File: src/rtl/regfile_pingpong.sv
// Double-buffered register file: one bank is filled by write beats while the
// other, once complete, is presented whole on out[] until the consumer takes it.
module regfile_pingpong #(
    parameter int DATA_W    = 16,
    parameter int REG_NUM   = 25,
    parameter int LANES     = 1,
    parameter int ADDR_W    = $clog2(REG_NUM),
    parameter bit CLR_ON_RD = 1'b0
) (
    input  logic                            clk,
    input  logic                            nrst,
    input  logic                            flush,
    input  logic                            wr_valid,
    output logic                            wr_ready,
    input  logic [ADDR_W-1:0]               wr_addr,
    input  logic [LANES-1:0][DATA_W-1:0]    wr_data,
    input  logic                            wr_last,
    output logic                            out_valid,
    input  logic                            out_ready,
    output logic [REG_NUM-1:0][DATA_W-1:0]  out,
    output logic                            out_bank,
    output logic                            ovf_err
);

    // Wide enough that wr_addr + (LANES-1) never wraps before the range check.
    localparam int IDX_W = ADDR_W + $clog2(LANES) + 1;

    typedef enum logic [1:0] {
        EMPTY   = 2'd0,
        FILLING = 2'd1,
        FULL    = 2'd2
    } bank_state_t;

    bank_state_t                      state [2];
    logic                             wr_sel;
    logic                             rd_sel;
    logic [REG_NUM-1:0][DATA_W-1:0]   mem [2];

    logic                             wr_accept;
    logic                             rd_take;
    logic [LANES-1:0][IDX_W-1:0]      lane_idx;
    logic [LANES-1:0][ADDR_W-1:0]     lane_wa;
    logic [LANES-1:0]                 lane_ok;

    assign wr_ready  = (state[wr_sel] != FULL);
    assign out_valid = (state[rd_sel] == FULL);
    assign out       = mem[rd_sel];
    assign out_bank  = rd_sel;

    assign wr_accept = wr_valid & wr_ready;
    assign rd_take   = out_valid & out_ready;

    always_comb begin
        lane_idx = '0;
        lane_wa  = '0;
        lane_ok  = '0;
        for (int i = 0; i < LANES; i++) begin
            lane_idx[i] = IDX_W'(wr_addr) + IDX_W'(i);
            lane_ok[i]  = (lane_idx[i] < IDX_W'(REG_NUM));
            lane_wa[i]  = lane_idx[i][ADDR_W-1:0];
        end
    end

    always_ff @(posedge clk or negedge nrst) begin
        if (!nrst) begin
            state[0] <= EMPTY;
            state[1] <= EMPTY;
            wr_sel   <= 1'b0;
            rd_sel   <= 1'b0;
            ovf_err  <= 1'b0;
        end else if (flush) begin
            state[0] <= EMPTY;
            state[1] <= EMPTY;
            wr_sel   <= 1'b0;
            rd_sel   <= 1'b0;
            ovf_err  <= 1'b0;
        end else begin
            // Write and read always target different banks, so both may act in one cycle.
            if (wr_accept) begin
                state[wr_sel] <= wr_last ? FULL : FILLING;
                wr_sel        <= wr_sel ^ wr_last;
                ovf_err       <= ovf_err | ~(&lane_ok);
            end
            if (rd_take) begin
                state[rd_sel] <= EMPTY;
                rd_sel        <= ~rd_sel;
            end
        end
    end

    always_ff @(posedge clk or negedge nrst) begin
        if (!nrst) begin
            mem[0] <= '0;
            mem[1] <= '0;
        end else if (flush) begin
            mem[0] <= '0;
            mem[1] <= '0;
        end else begin
            if (rd_take && CLR_ON_RD) begin
                mem[rd_sel] <= '0;
            end
            if (wr_accept) begin
                for (int i = 0; i < LANES; i++) begin
                    if (lane_ok[i]) begin
                        mem[wr_sel][lane_wa[i]] <= wr_data[i];
                    end
                end
            end
        end
    end

endmodule
File: config.mk
export PLATFORM = sky130hd
export DESIGN_NAME = regfile_pingpong
export DESIGN_NICKNAME = d
export VERILOG_FILES = /design/src/rtl/regfile_pingpong.sv
export SDC_FILE = /design/constraint.sdc
export NUM_CORES = 1
export LEC_CHECK = 0
export ABC_AREA = 0
export CAP_MARGIN = 20
export CORE_ASPECT_RATIO = 0.6
export CORE_MARGIN = 2
export CORE_UTILIZATION = 45
export CTS_BUF_LIST = sky130_fd_sc_hd__clkbuf_16
export CTS_CLUSTER_DIAMETER = 200
export DETAILED_ROUTE_END_ITERATION = 6
export HOLD_SLACK_MARGIN = 0.12
export MAX_ROUTING_LAYER = met4
export PLACE_DENSITY = 0.67
export SLEW_MARGIN = 20
export SYNTH_ARGS = -nofsm -noshare
export SYNTH_HDL_FRONTEND = slang
export SYNTH_SLANG_ARGS = --single-unit
File: constraint.sdc
create_clock -name clk -period 4.24 [get_ports clk]
set_clock_uncertainty 0.15 [all_clocks]
set_input_delay 0.424 -clock clk [delete_from_list [all_inputs] [get_ports clk]]
set_output_delay 0.424 -clock clk [all_outputs]
set_load 0.01 [all_outputs]
[After elaboration in Yosys (flattened, before gate mapping)]
Index checks and enable logic that the tools add are counted.
Word-level totals
  memory bits (writable): 0
  memories: 0
  bits of input ports: 27
  bits in latches: 0
  output and inout port bits: 404
  memory bits (read-only): 0
  logic and storage cells: 114
  register bits: 807
Cells by class
  eq/ne operators: 2
  shift-type cells: 0
  bitwise operators: 10
  reduce and logical (&&, ||, !) cells: 7
  div/mod/pow operators: 0
  multiply operators: 0
  $add $sub $neg: 0
  muxes and demuxes: 33
  magnitude comparators: 7
Operators by type and width (count)
  800-bit 2-to-1 mux: 3
  400-bit 2-to-1 mux: 4
  800-bit bitwise mux: 1
  400-bit demux with 1-bit select: 1
  16-bit demux with 5-bit select: 1
  2-bit 2-to-1 mux: 9
  16-bit 2-to-1 mux: 1
  4-bit 2-to-1 mux: 4
  5-bit by 6-bit < comparator with 1-bit output (second input constant): 1
  1-bit 2-to-1 mux: 6
  2-bit nonzero test: 3
  5-bit by 1-bit >= comparator with 1-bit output (second input constant): 1
  5-bit < comparator (second input constant): 1
  4-bit AND: 1
  4-bit bitwise mux: 1
  2-bit demux with 1-bit select: 2
  2-bit >= comparator (second input constant): 2
  2-bit by 1-bit < comparator with 1-bit output (second input constant): 2
  1-bit inverter with 2-bit output: 2
  4-bit inverter: 1
  1-bit logical AND: 3
  1-bit AND: 2
  2-bit == test (second input constant): 1
  2-bit inequality test (second input constant): 1
  other kinds (4): 5

[Depth between registers and ports, before layout]
  depth in word-level cells: 11
  depth in mapped cells: 9
  gate-level depth less buffers: 4

[Least setup slack after synthesis]
OpenSTA, ideal clock, no wires.
  path kind: reg2out
  start: register rd_sel (netlist: out_bank)
  end: output port out[353] (netlist name)
  data required time: 3.666 ns
  cell stages (with the launch flop): 5
  arrival: 1.691 ns
  setup slack: 1.975 ns
  cells stage by stage: dfrtp_1 -> clkbuf_1 -> clkbuf_1 -> clkbuf_1 -> mux2_2
RTL lines
  start, declared: RTL line 36  | logic rd_sel;
  start signal, assigned: RTL line 86  | rd_sel <= ~rd_sel;
  end, declared: RTL line 20  | output logic [REG_NUM-1:0][DATA_W-1:0] out,

==> flow_summary.ini <==
[sta]
setup_slack_ps = 572
worst_pin_slew_ps = 1140
finalHoldViolations = 0
slew_headroom_pct = 24.3
fmax_ghz = 0.273
finalCriticalPeriod_ps = 3670
min_period_over_period_pct = 86.5
setup_viol = 0
slew_viol_final = 0
rsz0062_at_grt = false
final.setup.tns_ps = 0

[layout]
num-fill-cells = 7479
area_growth_pct = 19.8
final_common_cell = dfrtp_1
design.final.nets = 3591
drive_above_1_share_pct = 18.5
seqCellArea_um2 = 20200
final_cell_mix = dfrtp_1 (806), nand2b_1 (674), mux2i_1 (656), clkdlybuf4s50_1 (428), mux2_2 (400)
multi_input_area_um2 = 18300

[drt]
top_layer_used = met4
wl_per_cell_um = 23.6
dr.pass1.iters = 5
drc = 0
wl_mm = 113
drtAntennaViolNets = 0
met3WireLength_mm = 5.07
drtIter0Drc = 1914
met2WireLength_mm = 49.9
vias = 25700
routed_via_density = 5.37
wl_met1_mm = 56.3

[yosys]
synth.distinct_cells = 44
synth_seq_area_share_pct = 50.7
dominantRegCellSynth = dfrtp_1
synthMuxAreaShare_pct = 27.8
synth_top_family_by_area = multiplexers
yosys.area_share.simple_pct = 15.6
synth_xor_area_share_pct = 0
synth_area_leaders = dfrtp_1 (51%), mux2i_1 (16%), mux2_2 (11%), nand2b_1 (11%), nand3b_1 (2.8%)
ys_ff_latch = 807
netlist_area_um2 = 39800
synth_nets = 3292
async_flop_share_pct = 100
synth_edf_count = 0
synth_fa_ha_area_share_pct = 0
avgSynthCellArea_um2 = 12.2
synth_top_area_share_pct = 50.7
yosysTopAreaCell = dfrtp_1
yosysWarnings = 0
synth_compound_area_share_pct = 2.17
postSynthCellCount = 3265

[power]
power_uw = 15700
power_density_nw_per_um2 = 330
vdd_drop_max_mv = 0.242
power_leakage_uw = 0.0215

[global_route]
grt_max_degree = 273
grt_pass1_wl_mm = 170
antenna_found_initial = 5
overflow = 0
grt_use_total_pct = 25.4
grt_pass1_vias = 26000

[floorplanning]
initial_utilization_pct = 45.4
die_w_um = 388
die_area_um2 = 90900
rows = 84
core_um2 = 87700
die_h_um = 234
num_io_pins = 431

[setup_path]
reg2reg_slack_ps = 1180
crit_slowest_cell = dfrtp_4
cp_num_buf_inv = 2
path_class = reg -> out
crit_family = flip-flops
start_kind = flop
max_stage_delay_ps = 960
cp_max_fo = 71
cp-end-kind = primary output
cp.required_ps = 3670
cp_cell_sequence = buf_12, mux2_2, clkdlybuf4s50_1
arrival_ps = 3090

[clock_tree]
clock_latency_ps = 640
cts-buffers-inserted = 79
cts_max_level = 3
path_clk_slew_ps = 70
root_buffer = clkbuf_16
clock-sinks = 807
tritoncts = built
clockBufferDepth = 3

[placement]
place.gp.congestion = 0.774
pre_cts_ws_ps = 985
place_hpwl_mm = 67.2
portBuffers = 430

[status]
status = finished clean

[job]
drv_cap = 0

[hold_path]
hp-class = in -> reg
[through the flow]
step,std cells,util (%),instance area (µm²),hold WS (ps)
after global routing,4789,54.4,47700,213
after detailed placement,4643,51.6,45200,343
after global placement,4643,51.6,45200,336
final,4789,54.4,47700,195
after CTS,4786,54.4,47700,172
after floorplan,3265,-,39800,-21.6
[sequential cells by signal, indices dropped and copies added (netlist names)]
register and count:
ovf_err 1, state 4, mem 800, out_bank 1, wr_sel 1
[power by group]
group / switching [µW] / leakage (µW) / internal [µW] / total [µW]
sequential: 28.9 / 0.0113 / 7730 / 7760
combinational: 709 / 0.00896 / 363 / 1070
clock: 3120 / 0.00126 / 3800 / 6920
[path summary, 6_finish.rpt]
| check | to | start | cells after the start |
|---|---|---|---|
| max in group asynchronous | mem[562]$_DFFE_PN0P_ | nrst | 3 |
| worst min register to register | mem[725]$_DFFE_PN0P_ | mem[725]$_DFFE_PN0P_ | 2 |
| worst max register to register | mem[318]$_DFFE_PN0P_ | state[2]$_DFF_PN0_ | 6 |
| min in group asynchronous | mem[709]$_DFFE_PN0P_ | nrst | 2 |
| worst min-delay path | mem[725]$_DFFE_PN0P_ | flush | 3 |
| worst max-delay path | out[112] | out_bank$_DFFE_PN0P_ | 3 |
[metal layers]
metal,track usage [%],up-vias
li1,-,11800
met1,37.0,13300
met2,36.5,491
met3,5.09,123
met4,5.05,0
met5,-,-
[layout make-up]
type                       count  share of cell area [%]
sequential                   807                    42.3
tap                         1161                    3.05
clock inverter                62                   0.939
inverter                       3                  0.0236
multi-input combinational   2145                    38.4
clock buffer                  80                    4.20
timing repair buffer         528                    11.0
antenna                        3                  0.0157
[timing repair]
item | CTS | global route
setup endpoints to repair | 0 | 0
buffers inserted | 0 | 0
hold endpoints to repair | 66 | 0
resized for setup | 0 | 0
hold buffers | 1 | 0
[synth_stat cells, types with 7 or more instances]
cell,instances
buf_4,12
clkbuf_1,245
mux2i_1,656
dfrtp_1,807
nand3_1,8
o21ai_0,146
buf_2,27
nand4_1,7
nand2b_1,690
buf_6,26
mux2_2,400
nor3_4,16
nand3b_1,147
nand2_1,11
[cells by family (layout without fill, tap and decap cells)]
family	after synthesis	count (layout)
muxes	1056	1056
buffers and inverters	313	673
and+or+nand+nor	926	926
other	0	3
DFF	807	807
AOI/OAI and AO/OA	163	163
[worst register-to-register path, cell delays in order, from the launching register on]
cell and delay [ps]:
dfrtp_1 390, nand2b_1 430, o211ai_4 860, buf_4 530, nor3_4 130, buf_4 250, mux2i_1 170
Power figures use the tool's default switching activity.
